`src/rtl/obs_ctrl.sv`:
```
// obs_ctrl: spawns an obstacle off the right edge after a pseudo-random gap, scrolls it left once per frame,
// scores on despawn and freezes on collision. Optional macro OBS_SPEEDUP_EN adds a score-driven speed level.
module obs_ctrl #(
  parameter int unsigned CONV    = 0,
  parameter int unsigned MIN_GAP = 20
) (
  input  logic          clk,
  input  logic          rst,
  input  logic [9:CONV] i_hpos,
  input  logic [9:CONV] i_vpos,
  input  logic          i_game_en,
  input  logic          i_collide,
  input  logic [2:0]    i_speed,
  output logic [9:CONV] o_xpos,
  output logic          o_active,
  output logic          o_score_tick
);

  localparam int unsigned W        = 10 - CONV;
  localparam int unsigned SCREEN_W = 640 >> CONV;
  localparam int unsigned SPAWN_X  = SCREEN_W + 16;
  localparam int unsigned V_TICK   = 480 >> CONV;
  localparam int unsigned GAP_W    = 6;
  localparam int unsigned LFSR_W   = 8;
  localparam int unsigned STEP_W   = 4;

  localparam logic [W-1:0]      SPAWN_XW  = W'(SPAWN_X);
  localparam logic [W-1:0]      V_TICKW   = W'(V_TICK);
  localparam logic [LFSR_W-1:0] LFSR_SEED = 8'hA5;

  typedef enum logic [1:0] {
    S_IDLE = 2'd0,
    S_GAP  = 2'd1,
    S_RUN  = 2'd2,
    S_HALT = 2'd3
  } state_t;

  state_t             r_state;
  state_t             w_state_nxt;
  logic [W-1:0]       r_xpos;
  logic [W-1:0]       w_xpos_nxt;
  logic               r_active;
  logic               w_active_nxt;
  logic               r_score_tick;
  logic               w_score_nxt;
  logic [GAP_W-1:0]   r_gap;
  logic [GAP_W-1:0]   w_gap_nxt;
  logic [GAP_W-1:0]   w_gap_load;
  logic [LFSR_W-1:0]  r_lfsr;
  logic               w_lfsr_fb;
  logic               r_cond_q;
  logic               w_cond;
  logic               w_tick;
  logic [STEP_W-1:0]  w_step;
  logic [W-1:0]       w_step_w;

  // Frame tick: rising edge of the (row == V_TICK, col == 0) match, so one tick even when CONV repeats the pixel.
  assign w_cond = (i_vpos == V_TICKW) && (i_hpos == '0);
  assign w_tick = w_cond & ~r_cond_q;

  // x^8+x^6+x^5+x^4+1 Fibonacci LFSR; the nonzero seed keeps it out of the all-zero lock-up state.
  assign w_lfsr_fb  = r_lfsr[7] ^ r_lfsr[5] ^ r_lfsr[4] ^ r_lfsr[3];
  assign w_gap_load = GAP_W'(MIN_GAP) + GAP_W'(r_lfsr[4:0]);

  always_ff @(posedge clk) begin
    if (rst) begin
      r_lfsr   <= LFSR_SEED;
      r_cond_q <= 1'b0;
    end else begin
      r_lfsr   <= {r_lfsr[LFSR_W-2:0], w_lfsr_fb};
      r_cond_q <= w_cond;
    end
  end

`ifdef OBS_SPEEDUP_EN
  logic [2:0] r_level;
  logic [2:0] r_pass_cnt;
  logic [4:0] w_step_sum;

  assign w_step_sum = 5'(i_speed) + 5'(r_level) + 5'd1;
  assign w_step     = (w_step_sum > 5'd15) ? 4'd15 : w_step_sum[3:0];

  // Level rises once per eight obstacles passed; held clear while the game is idle.
  always_ff @(posedge clk) begin
    if (rst || (w_state_nxt == S_IDLE)) begin
      r_level    <= 3'd0;
      r_pass_cnt <= 3'd0;
    end else if (w_score_nxt) begin
      r_pass_cnt <= r_pass_cnt + 3'd1;
      if ((r_pass_cnt == 3'd7) && (r_level != 3'd7)) begin
        r_level <= r_level + 3'd1;
      end
    end
  end
`else
  assign w_step = STEP_W'(i_speed) + STEP_W'(1);
`endif

  assign w_step_w = W'(w_step);

  // Next-state and next-output logic; priority is game enable, then collision, then frame tick.
  always_comb begin
    w_state_nxt  = r_state;
    w_xpos_nxt   = r_xpos;
    w_active_nxt = r_active;
    w_score_nxt  = 1'b0;
    w_gap_nxt    = r_gap;
    if (!i_game_en) begin
      w_state_nxt  = S_IDLE;
      w_xpos_nxt   = SPAWN_XW;
      w_active_nxt = 1'b0;
    end else begin
      case (r_state)
        S_IDLE: begin
          w_state_nxt  = S_GAP;
          w_gap_nxt    = w_gap_load;
          w_xpos_nxt   = SPAWN_XW;
          w_active_nxt = 1'b0;
        end
        S_GAP: begin
          if (i_collide) begin
            w_state_nxt = S_HALT;
          end else if (w_tick) begin
            w_gap_nxt = r_gap - GAP_W'(1);
            if (r_gap == GAP_W'(1)) begin
              w_state_nxt  = S_RUN;
              w_active_nxt = 1'b1;
            end
          end
        end
        S_RUN: begin
          if (i_collide) begin
            w_state_nxt = S_HALT;
          end else if (w_tick) begin
            // The guard keeps the subtraction from wrapping below zero.
            if (r_xpos <= w_step_w) begin
              w_state_nxt  = S_GAP;
              w_xpos_nxt   = SPAWN_XW;
              w_active_nxt = 1'b0;
              w_score_nxt  = 1'b1;
              w_gap_nxt    = w_gap_load;
            end else begin
              w_xpos_nxt = r_xpos - w_step_w;
            end
          end
        end
        S_HALT: begin
          w_state_nxt = S_HALT;
        end
        default: begin
          w_state_nxt  = S_IDLE;
          w_xpos_nxt   = SPAWN_XW;
          w_active_nxt = 1'b0;
        end
      endcase
    end
  end

  always_ff @(posedge clk) begin
    if (rst) begin
      r_state      <= S_IDLE;
      r_xpos       <= SPAWN_XW;
      r_active     <= 1'b0;
      r_score_tick <= 1'b0;
      r_gap        <= '0;
    end else begin
      r_state      <= w_state_nxt;
      r_xpos       <= w_xpos_nxt;
      r_active     <= w_active_nxt;
      r_score_tick <= w_score_nxt;
      r_gap        <= w_gap_nxt;
    end
  end

  assign o_xpos       = r_xpos;
  assign o_active     = r_active;
  assign o_score_tick = r_score_tick;

endmodule

```
`config.mk`:
```
export PLATFORM = sky130hd
export DESIGN_NAME = obs_ctrl
export DESIGN_NICKNAME = d
export VERILOG_FILES = /design/src/rtl/obs_ctrl.sv
export SDC_FILE = /design/constraint.sdc
export NUM_CORES = 1
export LEC_CHECK = 0
export ABC_AREA = 0
export CAP_MARGIN = 5
export CORE_ASPECT_RATIO = 1.25
export CORE_MARGIN = 5
export CORE_UTILIZATION = 53
export DETAILED_ROUTE_END_ITERATION = 12
export MAX_ROUTING_LAYER = met4
export PLACE_DENSITY_LB_ADDON = 0.15
export SYNTH_ARGS = -nofsm -noshare
export SYNTH_HDL_FRONTEND = slang
export SYNTH_SLANG_ARGS = --single-unit
export TNS_END_PERCENT = 20
```
`constraint.sdc`:
```
create_clock -name clk -period 4.1 [get_ports clk]
set_clock_uncertainty 0.05 [all_clocks]
set_input_delay 0.41 -clock clk [delete_from_list [all_inputs] [get_ports clk]]
set_output_delay 0.41 -clock clk [all_outputs]
set_load 0.02 [all_outputs]
```
== Word level (Yosys, flattened, before mapping) ==
Index checks and enable logic that the tools add are counted.
Word-level totals
  bits in registers: 29
  latch bits: 0
  memory bits (writable): 0
  memory bits (read-only): 0
  input bits: 27
  output and inout port bits: 12
  word-level logic and storage cells: 71
  memories: 0
Operators by class
  $add $sub $neg: 4
  multiply operators: 0
  divide/modulo/power cells: 0
  order comparisons: 1
  equality and inequality tests: 15
  shifts and indexed selects: 0
  mux-type cells: 25
  bitwise operators: 8
  reduce and logical (&&, ||, !) cells: 11
Operators by type and width (count)
  $mux 10: 3
  $mux 6: 5
  $pmux 10 s2: 1
  $pmux 6 s3: 1
  $reduce_and 7->1: 2
  $mux 2: 6
  $ne 2x2->1 const B: 6
  $ne 3x3->1 const B: 4
  $eq 10x9->1 const B: 1
  $le 10x4->1: 1
  $logic_not 10->1: 1
  $sub 10x4->10: 1
  $pmux 2 s4: 1
  $mux 1: 7
  $add 5x5->6 const A: 1
  $eq 6x1->1 const B: 1
  $sub 6x1->6 const B: 1
  $reduce_or 5->1: 1
  $add 3x1->4 const B: 1
  $eq 2x2->1 const B: 2
  $not 1->1: 4
  $reduce_and 4->1: 1
  $pmux 1 s3: 1
  $reduce_and 3->1: 1
  8 further kinds: 10

== Depth between registers and ports, before layout ==
  depth in word-level cells: 6
  depth in mapped cells: 10
  mapped depth without buffers: 10

== Least setup slack after synthesis ==
Ideal clock, no wire load.
  path type: input to register
  start: input i_speed[0]
  end: register r_xpos[4], in the netlist o_xpos[4]
  library setup time: 122 ps
  arrival: 2179 ps
  required time: 3928 ps
  path slack: 1749 ps
  stages: 9
  path buffers: 1
  path through: ha_1 xnor2_1 ha_1 nand3_1 a21boi_0 o21a_1 clkbuf_1 a21oi_1 o32a_1
On the way
  cells in the longest elaborated chain, start to end: 6
Ends and longest elaborated chain
  start: declaration: RTL line 13  | input logic [2:0] i_speed,
  $add 3x1->4 (*): RTL line 96  | assign w_step = STEP_W'(i_speed) + STEP_W'(1);
  $sub 10x4->10 or $le 10x4->1 (tied branches): RTL line 143, 136
  $mux 10 (*): RTL line 136  | if (r_xpos <= w_step_w) begin
  $mux 10 (*): RTL line 134  | end else if (w_tick) begin
  $mux 10 (*): RTL line 132  | if (i_collide) begin
  $pmux 10 s2 (*): RTL line 113  | case (r_state)
  end signal: assignment: RTL line 168  | r_xpos <= w_xpos_nxt;
  end: declaration: RTL line 40  | logic [W-1:0] r_xpos;
Every way passes the cells marked *; elsewhere a longest branch is shown, timed or not. The select of a mux whose other input is x is not followed.
A chain may end at the register's enable or synchronous reset.

== Worst setup path after layout ==
  start: input i_speed[0]
  end: register r_state[1]
On the way
  cells in the longest elaborated chain, start to end: 4
Ends and longest elaborated chain
  $add 3x1->4: RTL line 96
  $le 10x4->1: RTL line 136
  $ne 3x3->1 (no line)
  $reduce_and 4->1 (no line)
  end signal: assignment: RTL line 167  | r_state <= w_state_nxt;
  end: declaration: RTL line 38  | state_t r_state;
Every way passes these cells.

==> reports/metrics.cfg <==
[worst_setup_path]
path_buf_inv = 2
worstPathArrival_ns = 2.96
crit_type = in2reg
cp-start-kind = input pin
r2r_end = r_state[1]
regToRegSetupSlack_ns = 1.61
cp_max_fo = 12
timing.rr.start = o_xpos[0]
crit_chain = clkdlybuf4s50_1 -> ha_1 -> inv_1 -> fa_1 -> nand3_1 -> a21boi_0 -> o21a_1 -> nand2b_4 -> or3_1 -> and3_1
reg2reg_depth = 10
cp_slowest_cell = clkdlybuf4s50_1
crit_required_ns = 4.27
end_kind = register
slowest_delay_ns = 0.44
crit_family = simple AND/OR/NAND/NOR gates

[die]
die_width_um = 60.2
fp.coreArea_mm2 = 0.00300
io_pins = 39
start_util_pct = 55.7
num_rows = 22
die_y_um = 72.8
dieArea_mm2 = 0.00438

[pwr]
power.density_mw_per_mm2 = 334
ir_worst_vdd_v = 0.000292
power_leakage_nw = 0.825

[sta]
tightest_slew_ns = 0.693
fmax_ghz = 0.359
finalHoldViolations = 0
maxSlewViolCount = 0
rsz0062_at_grt = no
period_share_pct = 67.9
max_slew_margin_pct = 53.4
setup_viol = 0
tns_ns = 0
period_minus_slack_ns = 2.78

[place]
dp_cells = 273
port_buffers = 38
gp_congestion = 0.872
dpl.hpwl_um = 3380

[worst_hold_path]
hp-class = reg2reg
min_to = r_lfsr[7]
min_path_cells = 1
holdCritStartpoint = r_lfsr[6]

[synth]
synth_area_mm2 = 0.00167
synth_area_per_cell_um2 = 8.15
ys.flop_type = dfxtp_1
ys_warn_count = 0
synth-edff-count = 0
synthArstFlopShare_pct = 0
ys_types = 39
syn_inst = 205
ys_seq_area_share_pct = 34.7
ys_ff_latch = 29
syn_nets = 241

[final_layout]
antenna_cells = 0
nets = 280
final_cell_mix = clkdlybuf4s50_1, dfxtp_1, a21oi_1
finish.utilization_pct = 72.6
final_common_cell = clkdlybuf4s50_1
final-instance-count-excl-fill = 281
syn_to_final_growth_pct = 30.2
drive_gt1_share_pct = 7.35

[grt]
first_global_vias = 1638
gr-usage-all-layers_pct = 21.3
grt_max_degree = 15
grt-ovfl-total = 0
grt_pass1_wl_um = 6960
antenna_found_initial = 0

[detailed_routing]
wirelength_um = 4360
dr_total_vias = 1681
viasPerCell = 5.98
drtIter0Drc = 92
drtAntennaViolNets = 0
drc = 0
routedWlPerCell_um = 15.5
dr.pass1.iters = 4

[outcome]
outcome = complete, no violations

[clock_tree]
cts_sinks = 29
clk_latency_ns = 0.33
clockBufferDepth = 2
cts_buffers = 5
cts_tree = yes
cts_resized = 0
ctsHoldBuffers = 0
post-cts-setup-buffers = 0
clkTransAtPathRegs_ns = 0.10
cts.htree.levels = 2
ctsRootBufferMaster = clkbuf_4

[job]
max_cap_viol_count = 0

==> metal layers <==
layer	global-route usage (%)	part of all wire, %	wire [um]	vias up
met1	21.9	39	1690	784
met4	9.11	2.0	87	0
met3	4.96	5.1	223	12
li1	-	-	-	827
met2	37.7	54	2360	58
met5	-	0	0	-
==> final cells by class <==
class / instances / area [um^2]
clock buffer: 5 / 37.5
fill: 240 / 823
timing repair buffer: 38 / 380
multi-input combinational: 157 / 1020
sequential: 29 / 581
tap: 36 / 45.0
inverter: 13 / 48.8
clock inverter: 3 / 65.1
==> worst reg2reg max path: stages, from the launching register on <==
cell and delay (ns):
dfxtp_1 0.33, inv_1 0.06, ha_1 0.16, inv_1 0.07
fa_1 0.41, nand3_1 0.17, a21boi_0 0.13, o21a_1 0.34
nand2b_4 0.21, or3_1 0.31, and3_1 0.16
==> cell usage after synthesis (all sizes together) (6+ instances only) <==
master,instances,area share (%)
nor2b,8,3.0
o21ai,9,2.7
a21oi,19,5.7
nand4,6,2.2
nand3,15,4.5
dfxtp,29,35
nor4,6,2.2
inv,13,2.9
nand2,14,3.1
nor2,9,2.0
nor3,8,2.4
ha,8,6.0
==> cells by family (layout without fill, tap and decap cells) <==
logic type / Yosys count / in the layout / synth area share (%)
compound gates: 50 / 50 / 18.9
flops: 29 / 29 / 34.7
buf+inv: 19 / 59 / 4.27
fa+ha+maj: 9 / 9 / 7.19
xor+xnor: 9 / 9 / 4.72
simple gates: 89 / 89 / 30.2
==> power breakdown <==
group | total, W | leakage (nW) | internal (W) | switching (W)
sequential | 0.000307 | 0.238 | 0.000296 | 0.0000118
clock | 0.000293 | 0.0552 | 0.000189 | 0.000104
combinational | 0.000126 | 0.532 | 0.0000632 | 0.0000626
total | 0.000726 | 0.825 | 0.000548 | 0.000179
==> per-stage QoR <==
step | power, W | area [um^2] | worst slack, ns | hold WS [ns]
after detailed placement | 0.000437 | 2070 | 1.00 | 0.354
after CTS | 0.000726 | 2180 | 1.34 | 0.379
after global placement | 0.000432 | 2070 | 1.07 | 0.348
after floorplan | 0.000390 | 1670 | 1.75 | 0.339
after global routing | 0.000758 | 2180 | 1.22 | 0.417
final | 0.000726 | 2180 | 1.32 | 0.369
==> sequential cells by signal, summed over array words and instances, names as in the netlist <==
| signal | flops |
|---|---|
| r_lfsr | 8 |
| r_gap | 6 |
| o_score_tick | 1 |
| o_active | 1 |
| o_xpos | 10 |
| r_state | 2 |
| r_cond_q | 1 |
==> how the worst max path moves through the flow <==
stage | start | endpoint | slack [ns] | depth (start not counted)
detailed placement | i_speed[0] | r_state[1] | 1.00 | 10
global placement | i_speed[0] | r_state[1] | 1.07 | 10
finish | i_speed[0] | r_state[1] | 1.32 | 10
CTS | i_speed[0] | r_state[1] | 1.34 | 10
global route | i_speed[0] | r_state[1] | 1.22 | 10
floorplan | i_speed[0] | o_xpos[4] | 1.75 | 9
Power figures use the tool's default switching activity.
